<file path="config.mk">
export PLATFORM = sky130hd
export DESIGN_NAME = hazard_ctrl_sb
export DESIGN_NICKNAME = d
export VERILOG_FILES = /design/src/rtl/hazard_pkg.sv /design/src/rtl/hazard_scoreboard.sv /design/src/rtl/hazard_ctrl_sb.sv
export SDC_FILE = /design/constraint.sdc
export NUM_CORES = 1
export LEC_CHECK = 0
export ABC_AREA = 0
export CELL_PAD_IN_SITES_DETAIL_PLACEMENT = 1
export CELL_PAD_IN_SITES_GLOBAL_PLACEMENT = 2
export CORE_ASPECT_RATIO = 0.5
export CORE_MARGIN = 3
export CORE_UTILIZATION = 30
export DETAILED_ROUTE_END_ITERATION = 16
export GPL_ROUTABILITY_DRIVEN = 0
export PLACE_DENSITY_LB_ADDON = 0.1
export SLEW_MARGIN = 20
export SYNTH_ARGS = -nofsm -noshare
export SYNTH_HDL_FRONTEND = slang
export SYNTH_SLANG_ARGS = --single-unit
</file>
<file path="constraint.sdc">
create_clock -name clk -period 6.05 [get_ports clk]
set_input_delay 1.5125 -clock clk [delete_from_list [all_inputs] [get_ports clk]]
set_output_delay 1.5125 -clock clk [all_outputs]
set_load 0.05 [all_outputs]
</file>
<file path="src/rtl/hazard_pkg.sv">
// Shared constants and types for the hazard controller with long-op scoreboard.
package hazard_pkg;

  localparam logic [1:0] FWD_RF = 2'b00;
  localparam logic [1:0] FWD_W  = 2'b01;
  localparam logic [1:0] FWD_M  = 2'b10;

  localparam int PEND_W = 4;

  typedef logic [PEND_W-1:0] pend_t;

endpackage

</file>
<file path="src/rtl/hazard_scoreboard.sv">
// Per-register countdown scoreboard for the single long-latency unit.
// The PC (index NREG-1) has no counter and always reads as not busy.
module hazard_scoreboard
  import hazard_pkg::*;
#(
  parameter int NREG     = 16,
  parameter int AW       = 4,
  parameter int NSRC     = 3,
  parameter int LONG_LAT = 4
) (
  input  logic              clk,
  input  logic              reset,
  input  logic              issue,
  input  logic [AW-1:0]     issueDst,
  input  logic [NSRC*AW-1:0] srcD,
  input  logic [NSRC-1:0]   srcVldD,
  input  logic [AW-1:0]     dstD,
  input  logic              wrD,
  output logic [NSRC-1:0]   srcBusy,
  output logic              dstBusy,
  output logic              longBusy
);

  localparam pend_t ISSUE_CNT = pend_t'(LONG_LAT - 1);
  localparam pend_t ZERO      = {PEND_W{1'b0}};
  localparam pend_t ONE       = pend_t'(1);

  pend_t           pend_r [NREG-1];
  logic [NREG-1:0] busyVec_s;

  // Counter update: a fresh issue reloads its entry, every other busy entry counts down.
  always_ff @(posedge clk or negedge reset) begin
    if (!reset) begin
      for (int r = 0; r < NREG-1; r++) pend_r[r] <= ZERO;
    end else begin
      for (int r = 0; r < NREG-1; r++) begin
        if (issue && (issueDst == AW'(r))) pend_r[r] <= ISSUE_CNT;
        else if (pend_r[r] != ZERO)        pend_r[r] <= pend_r[r] - ONE;
        else                               pend_r[r] <= ZERO;
      end
    end
  end

  // Flatten counters to a busy bit per register; the PC slot stays zero.
  always_comb begin
    busyVec_s = {NREG{1'b0}};
    for (int r = 0; r < NREG-1; r++) busyVec_s[r] = (pend_r[r] != ZERO);
  end

  // Lookups for the D-stage operands.
  always_comb begin
    srcBusy = {NSRC{1'b0}};
    for (int i = 0; i < NSRC; i++) srcBusy[i] = srcVldD[i] & busyVec_s[srcD[i*AW +: AW]];
    dstBusy  = wrD & busyVec_s[dstD];
    longBusy = |busyVec_s;
  end

endmodule

</file>
<file path="src/rtl/hazard_ctrl_sb.sv">
// Pipeline hazard controller: forwarding, load/long-use and scoreboard stalls, PC-write flushes.
// Define HZ_PERF_EN to build the saturating stall/flush cycle counters.
module hazard_ctrl_sb
  import hazard_pkg::*;
#(
  parameter int NREG     = 16,
  parameter int AW       = 4,
  parameter int NSRC     = 3,
  parameter int LONG_LAT = 4
) (
  input  logic                clk,
  input  logic                reset,
  input  logic [NSRC*AW-1:0]  src_d,
  input  logic [NSRC-1:0]     src_vld_d,
  input  logic [AW-1:0]       dst_d,
  input  logic                wr_d,
  input  logic                long_d,
  input  logic                pcsrc_d,
  input  logic [NSRC*AW-1:0]  src_e,
  input  logic [NSRC-1:0]     src_vld_e,
  input  logic [AW-1:0]       dst_e,
  input  logic                wr_e,
  input  logic                load_e,
  input  logic                long_e,
  input  logic                pc_cancel_e,
  input  logic                branch_taken_e,
  input  logic [AW-1:0]       dst_m,
  input  logic                wr_m,
  input  logic [AW-1:0]       dst_w,
  input  logic                wr_w,
  output logic [NSRC*2-1:0]   fwd_e,
  output logic                stall_f,
  output logic                stall_d,
  output logic                flush_d,
  output logic                flush_e,
  output logic                long_busy,
  output logic [31:0]         stall_cnt,
  output logic [31:0]         flush_cnt
);

  localparam logic [AW-1:0] PC_IDX = AW'(NREG - 1);

  logic [NSRC-1:0] srcBusy_s;
  logic dstBusy_s, longBusy_s, issue_s, luse_s, sbStall_s, hz_s, pcPend_s;
  logic pcE_r, pcM_r, pcW_r;

  assign issue_s = long_e & wr_e & (dst_e != PC_IDX);

  hazard_scoreboard #(
    .NREG(NREG), .AW(AW), .NSRC(NSRC), .LONG_LAT(LONG_LAT)
  ) uScoreboard (
    .clk(clk), .reset(reset), .issue(issue_s), .issueDst(dst_e),
    .srcD(src_d), .srcVldD(src_vld_d), .dstD(dst_d), .wrD(wr_d),
    .srcBusy(srcBusy_s), .dstBusy(dstBusy_s), .longBusy(longBusy_s)
  );

  // Forwarding select per E-stage source; M result is younger so it wins over W.
  always_comb begin
    fwd_e = {(2*NSRC){1'b0}};
    for (int i = 0; i < NSRC; i++) begin
      if (src_vld_e[i] && (src_e[i*AW +: AW] != PC_IDX) && wr_m && (dst_m == src_e[i*AW +: AW]))
        fwd_e[2*i +: 2] = FWD_M;
      else if (src_vld_e[i] && (src_e[i*AW +: AW] != PC_IDX) && wr_w && (dst_w == src_e[i*AW +: AW]))
        fwd_e[2*i +: 2] = FWD_W;
      else
        fwd_e[2*i +: 2] = FWD_RF;
    end
  end

  // A load or long op in E whose destination is read by the D-stage instruction.
  always_comb begin
    luse_s = 1'b0;
    for (int i = 0; i < NSRC; i++) luse_s = luse_s | (src_vld_d[i] & (src_d[i*AW +: AW] == dst_e));
    luse_s = luse_s & (load_e | long_e) & wr_e;
  end

  assign sbStall_s = (|srcBusy_s) | dstBusy_s | (long_d & longBusy_s);
  assign hz_s      = luse_s | sbStall_s;
  assign pcPend_s  = pcsrc_d | pcE_r | pcM_r;

  assign stall_d   = hz_s & ~branch_taken_e;
  assign stall_f   = (hz_s | pcPend_s) & ~branch_taken_e;
  assign flush_e   = hz_s | branch_taken_e;
  assign flush_d   = pcPend_s | pcW_r | branch_taken_e;
  assign long_busy = longBusy_s;

  // Follow a PC-writing instruction down E/M/W; a cancelled one stops at E.
  always_ff @(posedge clk or negedge reset) begin
    if (!reset) begin
      pcE_r <= 1'b0;
      pcM_r <= 1'b0;
      pcW_r <= 1'b0;
    end else begin
      pcE_r <= pcsrc_d & ~flush_e;
      pcM_r <= pcE_r & ~pc_cancel_e;
      pcW_r <= pcM_r;
    end
  end

`ifdef HZ_PERF_EN
  logic [31:0] stallCnt_r, flushCnt_r;

  // Saturating event counters, cleared only by reset.
  always_ff @(posedge clk or negedge reset) begin
    if (!reset) begin
      stallCnt_r <= 32'd0;
      flushCnt_r <= 32'd0;
    end else begin
      if (stall_d && (stallCnt_r != 32'hFFFF_FFFF)) stallCnt_r <= stallCnt_r + 32'd1;
      else                                          stallCnt_r <= stallCnt_r;
      if (flush_e && (flushCnt_r != 32'hFFFF_FFFF)) flushCnt_r <= flushCnt_r + 32'd1;
      else                                          flushCnt_r <= flushCnt_r;
    end
  end

  assign stall_cnt = stallCnt_r;
  assign flush_cnt = flushCnt_r;
`else
  assign stall_cnt = 32'd0;
  assign flush_cnt = 32'd0;
`endif

endmodule

</file>
Word-level counts from Yosys, hierarchy flattened
Cells that the tools add are included.
{"block": "classes", "add_sub_neg": 15, "magnitude_cmp": 4, "eq_ne": 27, "muxes": 44, "bitwise_logic": 31, "n_reduce_logical": 48}
{"cell": "$mux W4", "n": 30}
{"cell": "$reduce_bool A4 Y1", "n": 15}
{"cell": "$sub A4 B1 Y4 const B", "n": 15}
{"cell": "$eq A4 B4 Y1", "n": 9}
{"cell": "$logic_and A1 B1 Y1", "n": 30}
{"cell": "$eq A4 B4 Y1 const B", "n": 7}
{"cell": "$lt A4 B5 Y1 const B", "n": 4}
{"cell": "$and A1 B1 Y1", "n": 16}
{"cell": "$bmux W1 S4", "n": 4}
{"cell": "$eq A4 B3 Y1 const B", "n": 4}
{"cell": "$ne A4 B4 Y1 const B", "n": 4}
{"cell": "$reduce_or A15 Y1", "n": 1}
{"cell": "$or A1 B1 Y1", "n": 12}
{"cell": "$eq A4 B2 Y1 const B", "n": 2}
{"cell": "$mux W1", "n": 7}
{"cell": "$mux W2", "n": 3}
{"cell": "$eq A4 B1 Y1 const B", "n": 1}
{"cell": "$logic_not A4 Y1", "n": 1}
{"cell": "$not A1 Y1", "n": 3}
{"cell": "$reduce_or A3 Y1", "n": 1}
{"block": "word_totals", "regBits": 63, "input_bits": 58, "out_inout_bits": 75, "word_cells": 187}

Logic depth before layout (Yosys ltp)
Gate-level depths: netlist of the first run.
{"block": "depth", "ltp_word": 11, "ltp_mapped": 7, "mapped_depth_nobuf": 7}

Cells and area by module
Synthesis of the first run repeated with hierarchy kept, for this count alone.
{"block": "hier_totals", "hier_cells": 430, "hier_area_um2": 4182.8}
{"module": "hazard_scoreboard", "instances": 1, "cells_each": 288, "area_per_inst_um2": 3086.7, "seq_area_each_um2": 1501.4}
{"module": "hazard_ctrl_sb", "instances": 1, "cells_each": 142, "area_per_inst_um2": 1096.1, "seq_area_each_um2": 75.1}

Worst setup path before layout of the first run
OpenSTA, ideal clock, no wires.
{"block": "synth_path", "path_kind": "input -> output", "from": "in dst_m[3]", "to": "out fwd_e[0]", "t_arrival_ns": 4.000, "required_time_ns": 4.537, "path_slack_ns": 0.537, "stages": 3, "path_buffers": 0, "cell_sequence": "xor2_1 > nor4_1 > nor3_1"}
{"block": "synth_between", "elab_chain_len": 3}
{"item": "start: declaration", "line_no": "hazard_ctrl_sb.sv:27", "source": "input logic [AW-1:0] dst_m,"}
{"item": "$eq A4 B4 Y1", "line_no": "hazard_ctrl_sb.sv:61", "source": "if (src_vld_e[i] && (src_e[i*AW +: AW] != PC_IDX) && wr_m && (dst_m == src_e[i*AW +: AW]))"}
{"item": "$logic_and A1 B1 Y1", "line_no": "hazard_ctrl_sb.sv:61"}
{"item": "$mux W2", "line_no": "hazard_ctrl_sb.sv:61"}
{"item": "end: declaration", "line_no": "hazard_ctrl_sb.sv:31", "source": "output logic [NSRC*2-1:0] fwd_e,"}
No other way between the ends.

Worst setup path in the final report of the first run
{"block": "layout_path", "from": "in src_d[5]", "to": "out stall_f"}
{"block": "layout_between", "elab_chain_len": 9, "elab_cells_between_ends": 15, "classes_between": "1 x eq/ne; 2 x mux; 11 x bitwise; 1 x reduce/logical"}
{"item": "start: declaration", "line_no": "hazard_ctrl_sb.sv:13", "source": "input logic [NSRC*AW-1:0] src_d,"}
{"item": "$bmux W1 S4 / $eq A4 B4 Y1 (equally long branches)", "line_no": "hazard_scoreboard.sv:53, hazard_ctrl_sb.sv:73"}
{"item": "$mux W1 (implied by the code) / $and A1 B1 Y1 (equally long branches)", "line_no": "hazard_scoreboard.sv:53, hazard_ctrl_sb.sv:73"}
{"item": "$and A1 B1 Y1 / $or A1 B1 Y1 (equally long branches)", "line_no": "hazard_scoreboard.sv:53, hazard_ctrl_sb.sv:73"}
{"item": "$reduce_or A3 Y1 / $or A1 B1 Y1 (equally long branches)", "line_no": "hazard_ctrl_sb.sv:77, hazard_ctrl_sb.sv:73"}
{"item": "$or A1 B1 Y1 / $and A1 B1 Y1 (equally long branches) (2 in series)", "line_no": "hazard_ctrl_sb.sv:77, hazard_ctrl_sb.sv:74"}
{"item": "$or A1 B1 Y1 (*)", "line_no": "hazard_ctrl_sb.sv:78", "source": "assign hz_s = luse_s | sbStall_s;"}
{"item": "$or A1 B1 Y1 (*)", "line_no": "hazard_ctrl_sb.sv:82", "source": "assign stall_f = (hz_s | pcPend_s) & ~branch_taken_e;"}
{"item": "$and A1 B1 Y1 (*)", "line_no": "hazard_ctrl_sb.sv:82"}
{"item": "end: declaration", "line_no": "hazard_ctrl_sb.sv:32", "source": "output logic stall_f,"}
Every way passes the cells marked *; elsewhere a longest branch is shown, timed or not. The select of a mux whose other input is x is not followed.

==> out/metrics.cfg, run 1 <==
[die]
boundaryPins = 133
die_area_sq_mm = 0.01622
dieWidth_um = 177.1
floorplan.initialDensity = 0.3154
core_area_sq_mm = 0.01393
num_rows = 30
fp.dieH_um = 91.56

[worst_setup_path]
setup.worst_path.class = primary input to primary output
critical_path.max_fanout = 14
cp_slowest_stage_delay_ns = 0.79
slowest_stage = sky130_fd_sc_hd__clkdlybuf4s50_1
cp_data_arrival_time_ns = 3.84
worstPathRequired_ns = 4.54
start_kind = primary input
crit_path_cell_trace = clkdlybuf4s50_1, mux2_2, o22ai_1, a311oi_1, o32ai_1, nor4_4, a31oi_1, buf_4
cp-end-kind = primary output
timing.reg2reg.setup_slack_ns = 3.33

[timing]
final.setup.worst_slack_ns = 0.6979
total_negative_setup_slack_ns = 0
max-slew-margin-rel = 0.2993
max_slew.worst_pin.slew_ns = 1.049
achievable_clock_frequency_mhz = 186.8
finalSetupViolCount = 0
layout_worst_path_cycle_share = 0.8846
final_hold_violations = 0
grt_setup_unrepaired = false
min_period_ns = 5.352
skew_ns = 0.006102
final_max_slew_viol_count = 0

[detailed_routing]
ant_nets = 0
routedWlPerCell_um = 16.82
dr.first_iter.drc_count = 144
detail_route.vias_per_cell = 5.004
route.vias.total = 3673
remaining_routing_drc_violations = 0
drtPass1Iterations = 4
wl_um = 12350

[global_routing]
grt_start_max_net_pins = 64
globalRoute.totalOverflow = 0
grt_pass1_vias = 3832
initial_antenna_violation_count = 0
global_route_wire_length_before_repair_um = 20240
total_track_usage = 0.1572

[power_and_ir_drop]
p_seq_frac = 0.361
clockPowerShare = 0.287
static-leakage-power_uw = 0.002379
power.density_mw_per_mm2 = 302.3
comb_power_share = 0.352
internal_power_uw = 977.1
vdd_ir_drop_max_uv = 128.1
switching_share = 0.3893
power.switching_uw = 622.9

[synthesis]
main_combinational_cell_family_by_area_after_synthesis = simple AND/OR/NAND/NOR gates
cell_count_after_synthesis = 468
synth_adder_area_share = 0
yosys.area_share.simple = 0.2450
postSynth.topFlopCell = sky130_fd_sc_hd__dfrtp_1
ys_ff_latch = 63
post_synth_mux_area_share = 0.03789
syn-mean-instance-area_sq_um = 9.384
synth_compound_gate_area_share = 0.1593
synth_enable_flop_cells = 0
synth.yosys.warnings = 0
post_synth_xor_area_fraction = 0.07578
synth_seq_area_share = 0.3590
synth.distinct_cells = 51
netlist_area_pre_place_sq_mm = 0.004392
synthArstFlopShare = 1.000

[flow_run]
max_capacitance_violation_count = 0

[place]
dpl-instance-area_sq_mm = 0.005034
pre_cts_ws_ns = 0.6892
port_buffers = 68
detailed_place_hpwl_um = 9655

[clock_network]
cts_root_buf = sky130_fd_sc_hd__clkbuf_16
cts_max_path_buffers = 2
hold_buffers = 0
h-tree-depth = 3
number_of_buffers_added_by_the_clock_tree_synthesis_step = 9
tritoncts = done
cts-resized-gates = 0
postCtsSetupBuffers = 0
clk-insertion-delay-late_ns = 0.33
clock_pin_slew_reported_for_the_worst_setup_and_hold_paths_after_clock_tree_synthesis_ns = 0.05
clkSinkCount = 63

[layout]
layout-area-overhead-vs-synth_pct = 20.51
leading_cell_types_in_the_layout_fill_and_taps_excluded = sky130_fd_sc_hd__conb_1 (64), sky130_fd_sc_hd__clkdlybuf4s50_1 (64), sky130_fd_sc_hd__dfrtp_1 (63)
regArea_sq_mm = 0.001577
multiInputGateArea_sq_mm = 0.002515
antennaDiodeCount = 0
nets = 595
drive_gt1_frac = 0.07380
final_cell_area_excluding_filler_cells_sq_mm = 0.005293
final.fill_count = 1618

[worst_hold_path]
worst_hold_path_type = flip-flop to flip-flop

[outcome]
run_status = completed

[through the flow]
step                cells  power, uW  hold slack [ns]    util
floorplan             531      990.6           0.3545       -
finish                734       1600           0.3881  0.3801
global route          734       1706           0.3844  0.3801
CTS                   734       1617           0.3841  0.3801
detailed placement    718       1147           0.3828  0.3615
global placement      718       1147           0.3754  0.3615
[power groups by stage]
| stage | clock network, uW | registers, uW | logic, uW |
|---|---|---|---|
| floorplan | 0 | 559 | 431 |
| global placement | 0 | 585 | 562 |
| detailed placement | 0 | 581 | 566 |
| CTS | 475 | 576 | 566 |
| global route | 497 | 590 | 619 |
| finish | 459 | 577 | 564 |
[sequential cells by signal (all words and copies together) (netlist names)]
| signal | count |
|---|---|
| uScoreboard.pend_r | 60 |
| pcE_r | 1 |
| pcM_r | 1 |
| pcW_r | 1 |
[area by class of cell]
cell class	count	share of cell area
Clock buffer	12	0.04468
Clock inverter	4	0.004255
Inverter	3	0.002128
Multi-Input combinational cell	389	0.4752
Sequential cell	63	0.2979
Tap cell	192	0.04539
Timing Repair Buffer	71	0.1305
[per-layer routing]
layer	track usage	vias up	share of wire
met1	0.2166	1785	0.49
li1	-	1763	-
met4	0.04442	0	0.014
met3	0.04470	11	0.068
met5	0	-	0
met2	0.2401	114	0.43
[final timing paths]
| kind | cells past startpoint | end | from |
|---|---|---|---|
| worst min register to register | 0 | pcW_r$_DFF_PN0_ | pcM_r$_DFF_PN0_ |
| worst max-delay path | 8 | stall_f | src_d[5] |
| worst max register to register | 7 | pcE_r$_DFF_PN0_ | uScoreboard.pend_r[20]$_DFF_PN0_ |
| min in group asynchronous | 2 | pcW_r$_DFF_PN0_ | reset |
| max in group asynchronous | 2 | uScoreboard.pend_r[23]$_DFF_PN0_ | reset |
| worst min-delay path | 0 | pcW_r$_DFF_PN0_ | pcM_r$_DFF_PN0_ |
[worst max-delay path: cells and delay by family]
kind / cells / cell delay (ns)
AOI/OAI and AO/OA: 4 / 0.82
and+or+nand+nor: 1 / 0.11
buffers and inverters: 2 / 1.01
muxes: 1 / 0.39
[Yosys cell counts (all sizes together) (2+ instances only)]
cell type | instances | share of area
xor2 | 20 | 0.040
a21oi | 9 | 0.010
nor3 | 8 | 0.0091
and4 | 2 | 0.0040
a211o | 5 | 0.010
a21boi | 6 | 0.010
nor3b | 4 | 0.0068
nand2b | 2 | 0.0028
mux4 | 5 | 0.028
o311a | 14 | 0.032
xnor2 | 18 | 0.036
and3 | 3 | 0.0043
nand2 | 34 | 0.029
nand3b | 15 | 0.026
a22oi | 6 | 0.010
mux2i | 2 | 0.0046
a211oi | 3 | 0.0063
o32ai | 2 | 0.0040
o21ai | 49 | 0.056
dfrtp | 63 | 0.36
nand4 | 13 | 0.020
a311oi | 2 | 0.0040
nor2 | 30 | 0.026
clkbuf | 12 | 0.010
inv | 3 | 0.0026
nor4 | 23 | 0.066
or4 | 5 | 0.0094
a31oi | 2 | 0.0028
nor2b | 3 | 0.0043
buf | 64 | 0.11
nand3 | 27 | 0.031
mux2 | 2 | 0.0051
[cells by family after synthesis]
kind of cell           count (synthesis)
XOR/XNOR                              38
flip-flops                            63
other                                  1
AO/OA/AOI/OAI                        105
multiplexers                           9
buffers and inverters                 79
AND/OR/NAND/NOR                      173
Note: power is estimated with default switching activity, not from simulation.
==> inputs of run 2 (changes only) <==
CORE_UTILIZATION = 26   (was 30)
clock period = 4.3 ns   (was 6.05 ns; I/O delays follow)
==> run 2 against run 1 <==
Sequential share of layout area shrank 1.7 points. Sequential power grew 41%. Total power grew 51%. Routed wire length grew 5.7%. Count of clock-buffer cells in the layout shrank 3. Sequential cell count is the same. Design area grew 6.0%.
==> out/metrics.cfg, run 2 (same netlist as run 1, synthesis figures left out) <==
[global_routing]
globalRoute.totalOverflow = 0  ; unchanged
grt_pass1_vias = 3965  ; was 3832
total_track_usage = 0.1447  ; was 0.1572
grt_start_max_net_pins = 35  ; was 64
global_route_wire_length_before_repair_um = 21320  ; was 20240 um
initial_antenna_violation_count = 0  ; unchanged

[layout]
largest_reg_flops = 60  ; unchanged
leading_cell_types_in_the_layout_fill_and_taps_excluded = sky130_fd_sc_hd__conb_1 (64), sky130_fd_sc_hd__dfrtp_1 (63), sky130_fd_sc_hd__clkdlybuf4s50_1 (51)  ; was sky130_fd_sc_hd__conb_1 (64), sky130_fd_sc_hd__clkdlybuf4s50_1 (64), sky130_fd_sc_hd__dfrtp_1 (63)
antennaDiodeCount = 0  ; unchanged
largest_register = uScoreboard.pend_r  ; unchanged
nets = 617  ; was 595
layout-area-overhead-vs-synth_pct = 27.72  ; was 20.51%
final_cell_area_excluding_filler_cells_sq_mm = 0.005609  ; was 0.005293 sq mm
drive_gt1_frac = 0.1383  ; was 0.07380
final.fill_count = 1868  ; was 1618
layout.cells.most_common = sky130_fd_sc_hd__conb_1

[place]
pre_cts_ws_ns = -0.05942  ; was 0.6892 ns
detailed_place_hpwl_um = 10400  ; was 9655 um
port_buffers = 68  ; unchanged
dpl-instance-area_sq_mm = 0.005283  ; was 0.005034 sq mm

[timing]
max_slew.worst_pin.slew_ns = 0.9437  ; was 1.049 ns
grt_setup_unrepaired = true  ; was false
total_negative_setup_slack_ns = 0  ; unchanged
min_period_ns = 4.216
max-slew-margin-rel = 0.3660  ; was 0.2993
finalSetupViolCount = 0  ; unchanged
skew_ns = 0.009400  ; was 0.006102 ns
final_max_slew_viol_count = 0  ; unchanged
final.setup.worst_slack_ns = 0.08434  ; was 0.6979 ns
final_hold_violations = 0  ; unchanged
achievable_clock_frequency_mhz = 237.2
layout_worst_path_cycle_share = 0.9804
final.hold.worst_slack_ns = 0.3830  ; was 0.3881 ns

[clock_network]
clk-insertion-delay-late_ns = 0.33  ; about the same
clkSinkCount = 63  ; unchanged
h-tree-depth = 3  ; unchanged
cts_max_path_buffers = 2  ; unchanged
number_of_buffers_added_by_the_clock_tree_synthesis_step = 9  ; unchanged
tritoncts = done  ; unchanged
cts_root_buf = sky130_fd_sc_hd__clkbuf_16  ; unchanged
hold_buffers = 0  ; unchanged
postCtsSetupBuffers = 0  ; unchanged
clock_pin_slew_reported_for_the_worst_setup_and_hold_paths_after_clock_tree_synthesis_ns = 0.05  ; about the same

[detailed_routing]
wl_um = 13050  ; was 12350 um
dr.first_iter.drc_count = 143  ; was 144
ant_nets = 0  ; unchanged
drtPass1Iterations = 5  ; was 4
remaining_routing_drc_violations = 0  ; unchanged
detail_route.vias_per_cell = 4.795  ; was 5.004
routedWlPerCell_um = 16.62  ; was 16.82 um
route.vias.total = 3764  ; was 3673

[power_and_ir_drop]
vdd_ir_drop_max_uv = 169.6  ; was 128.1 uV
static-leakage-power_uw = 0.002580  ; was 0.002379 uW
power.density_mw_per_mm2 = 431.8  ; was 302.3 mW/mm^2

[outcome]
run_status = completed  ; unchanged

[die]
core_area_sq_mm = 0.01598  ; was 0.01393 sq mm
die_area_sq_mm = 0.01858  ; was 0.01622 sq mm
boundaryPins = 133  ; unchanged
dieWidth_um = 189.8  ; was 177.1 um
num_rows = 32  ; was 30
floorplan.initialDensity = 0.2749  ; was 0.3154
fp.dieH_um = 97.90  ; was 91.56 um

[worst_setup_path]
crit_path_cell_trace = clkdlybuf4s50_1, mux4_2, a211o_1, and4_1, a31oi_2, buf_12  ; was clkdlybuf4s50_1, mux2_2, o22ai_1, a311oi_1, o32ai_1, nor4_4, a31oi_1, buf_4
slowest_stage = sky130_fd_sc_hd__clkdlybuf4s50_1  ; unchanged
start_kind = primary input  ; unchanged
setup.worst_path.class = primary input to primary output  ; unchanged
worstPathRequired_ns = 3.22  ; was 4.54 ns
cp_data_arrival_time_ns = 3.14  ; was 3.84 ns
cp_slowest_stage_delay_ns = 0.56  ; was 0.79 ns
critical_path.max_fanout = 4  ; was 14
cp-end-kind = primary output  ; unchanged

[worst_hold_path]
worst_hold_path_type = flip-flop to flip-flop  ; unchanged

[flow_run]
max_capacitance_violation_count = 0  ; unchanged

-- run 2: changes by cell type in the layout (fill, tap and decap cells not counted), moves of 2 or more --
cell / before / now
sky130_fd_sc_hd__nor4_1: 11 / 8
sky130_fd_sc_hd__dlymetal6s2s_1: 0 / 5
sky130_fd_sc_hd__dlygate4sd2_1: 0 / 2
sky130_fd_sc_hd__clkbuf_1: 3 / 0
sky130_fd_sc_hd__buf_12: 0 / 3
sky130_fd_sc_hd__nor4_2: 4 / 7
sky130_fd_sc_hd__buf_4: 6 / 31
sky130_fd_sc_hd__clkdlybuf4s50_1: 64 / 51
-- run 2: repair_timing --
action                     CTS  global route
pin swaps                    1             2
setup endpoints to repair    3             3
gates resized for setup      4             8
-- run 2: worst max-delay path: cells and delay by family --
kind / cells / cell delay, ns
simple gates: 1 / 0.26
mux: 1 / 0.53
compound gates: 2 / 0.54
buf+inv: 2 / 0.73
-- run 2: worst paths after layout --
check | start | endpoint | slack [ns] | depth (start not counted)
max in group asynchronous | reset | pcM_r$_DFF_PN0_ | 2.57 | 2
min | pcM_r$_DFF_PN0_ | pcW_r$_DFF_PN0_ | 0.38 | 0
min reg2reg | pcM_r$_DFF_PN0_ | pcW_r$_DFF_PN0_ | 0.38 | 0
max reg2reg | uScoreboard.pend_r[33]$_DFF_PN0_ | pcE_r$_DFF_PN0_ | 1.73 | 7
min in group asynchronous | reset | uScoreboard.pend_r[47]$_DFF_PN0_ | 0.78 | 1
max | src_d[8] | stall_f | 0.08 | 6
-- run 2: final cells by class --
cell class / instances / area [sq um] / area share
multi-input combinational: 389 / 2559 / 0.4562
timing repair buffer: 93 / 888.4 / 0.1584
tap: 221 / 276.5 / 0.04930
inverter: 3 / 11.26 / 0.002008
clock buffer: 9 / 225.2 / 0.04015
sequential: 63 / 1577 / 0.2811
clock inverter: 7 / 72.57 / 0.01294
-- run 2: power by group --
group / total [uW] / internal [uW] / leakage (uW) / switching (uW)
registers: 812 / 676 / 0.000858 / 136
logic: 882 / 372 / 0.00158 / 510
clock network: 728 / 449 / 0.000142 / 279
total: 2420 / 1500 / 0.00258 / 925
-- run 2: through the flow --
step                      std cells  total power [uW]  utilization
final                           785              2422       0.3511
after global routing            785              2587       0.3511
after CTS                       785              2455       0.3496
after detailed placement        769              1703       0.3307
after global placement          769              1705       0.3307
after floorplan                 531              1397            -
-- run 2: per-layer routing --
metal  track usage  up-vias  wire, um
met4       0.03235        0       114
met2        0.2229      102      5763
met1        0.2073     1853      6643
met3       0.03300       10       527
met5             0        -         0
li1              -     1799         -
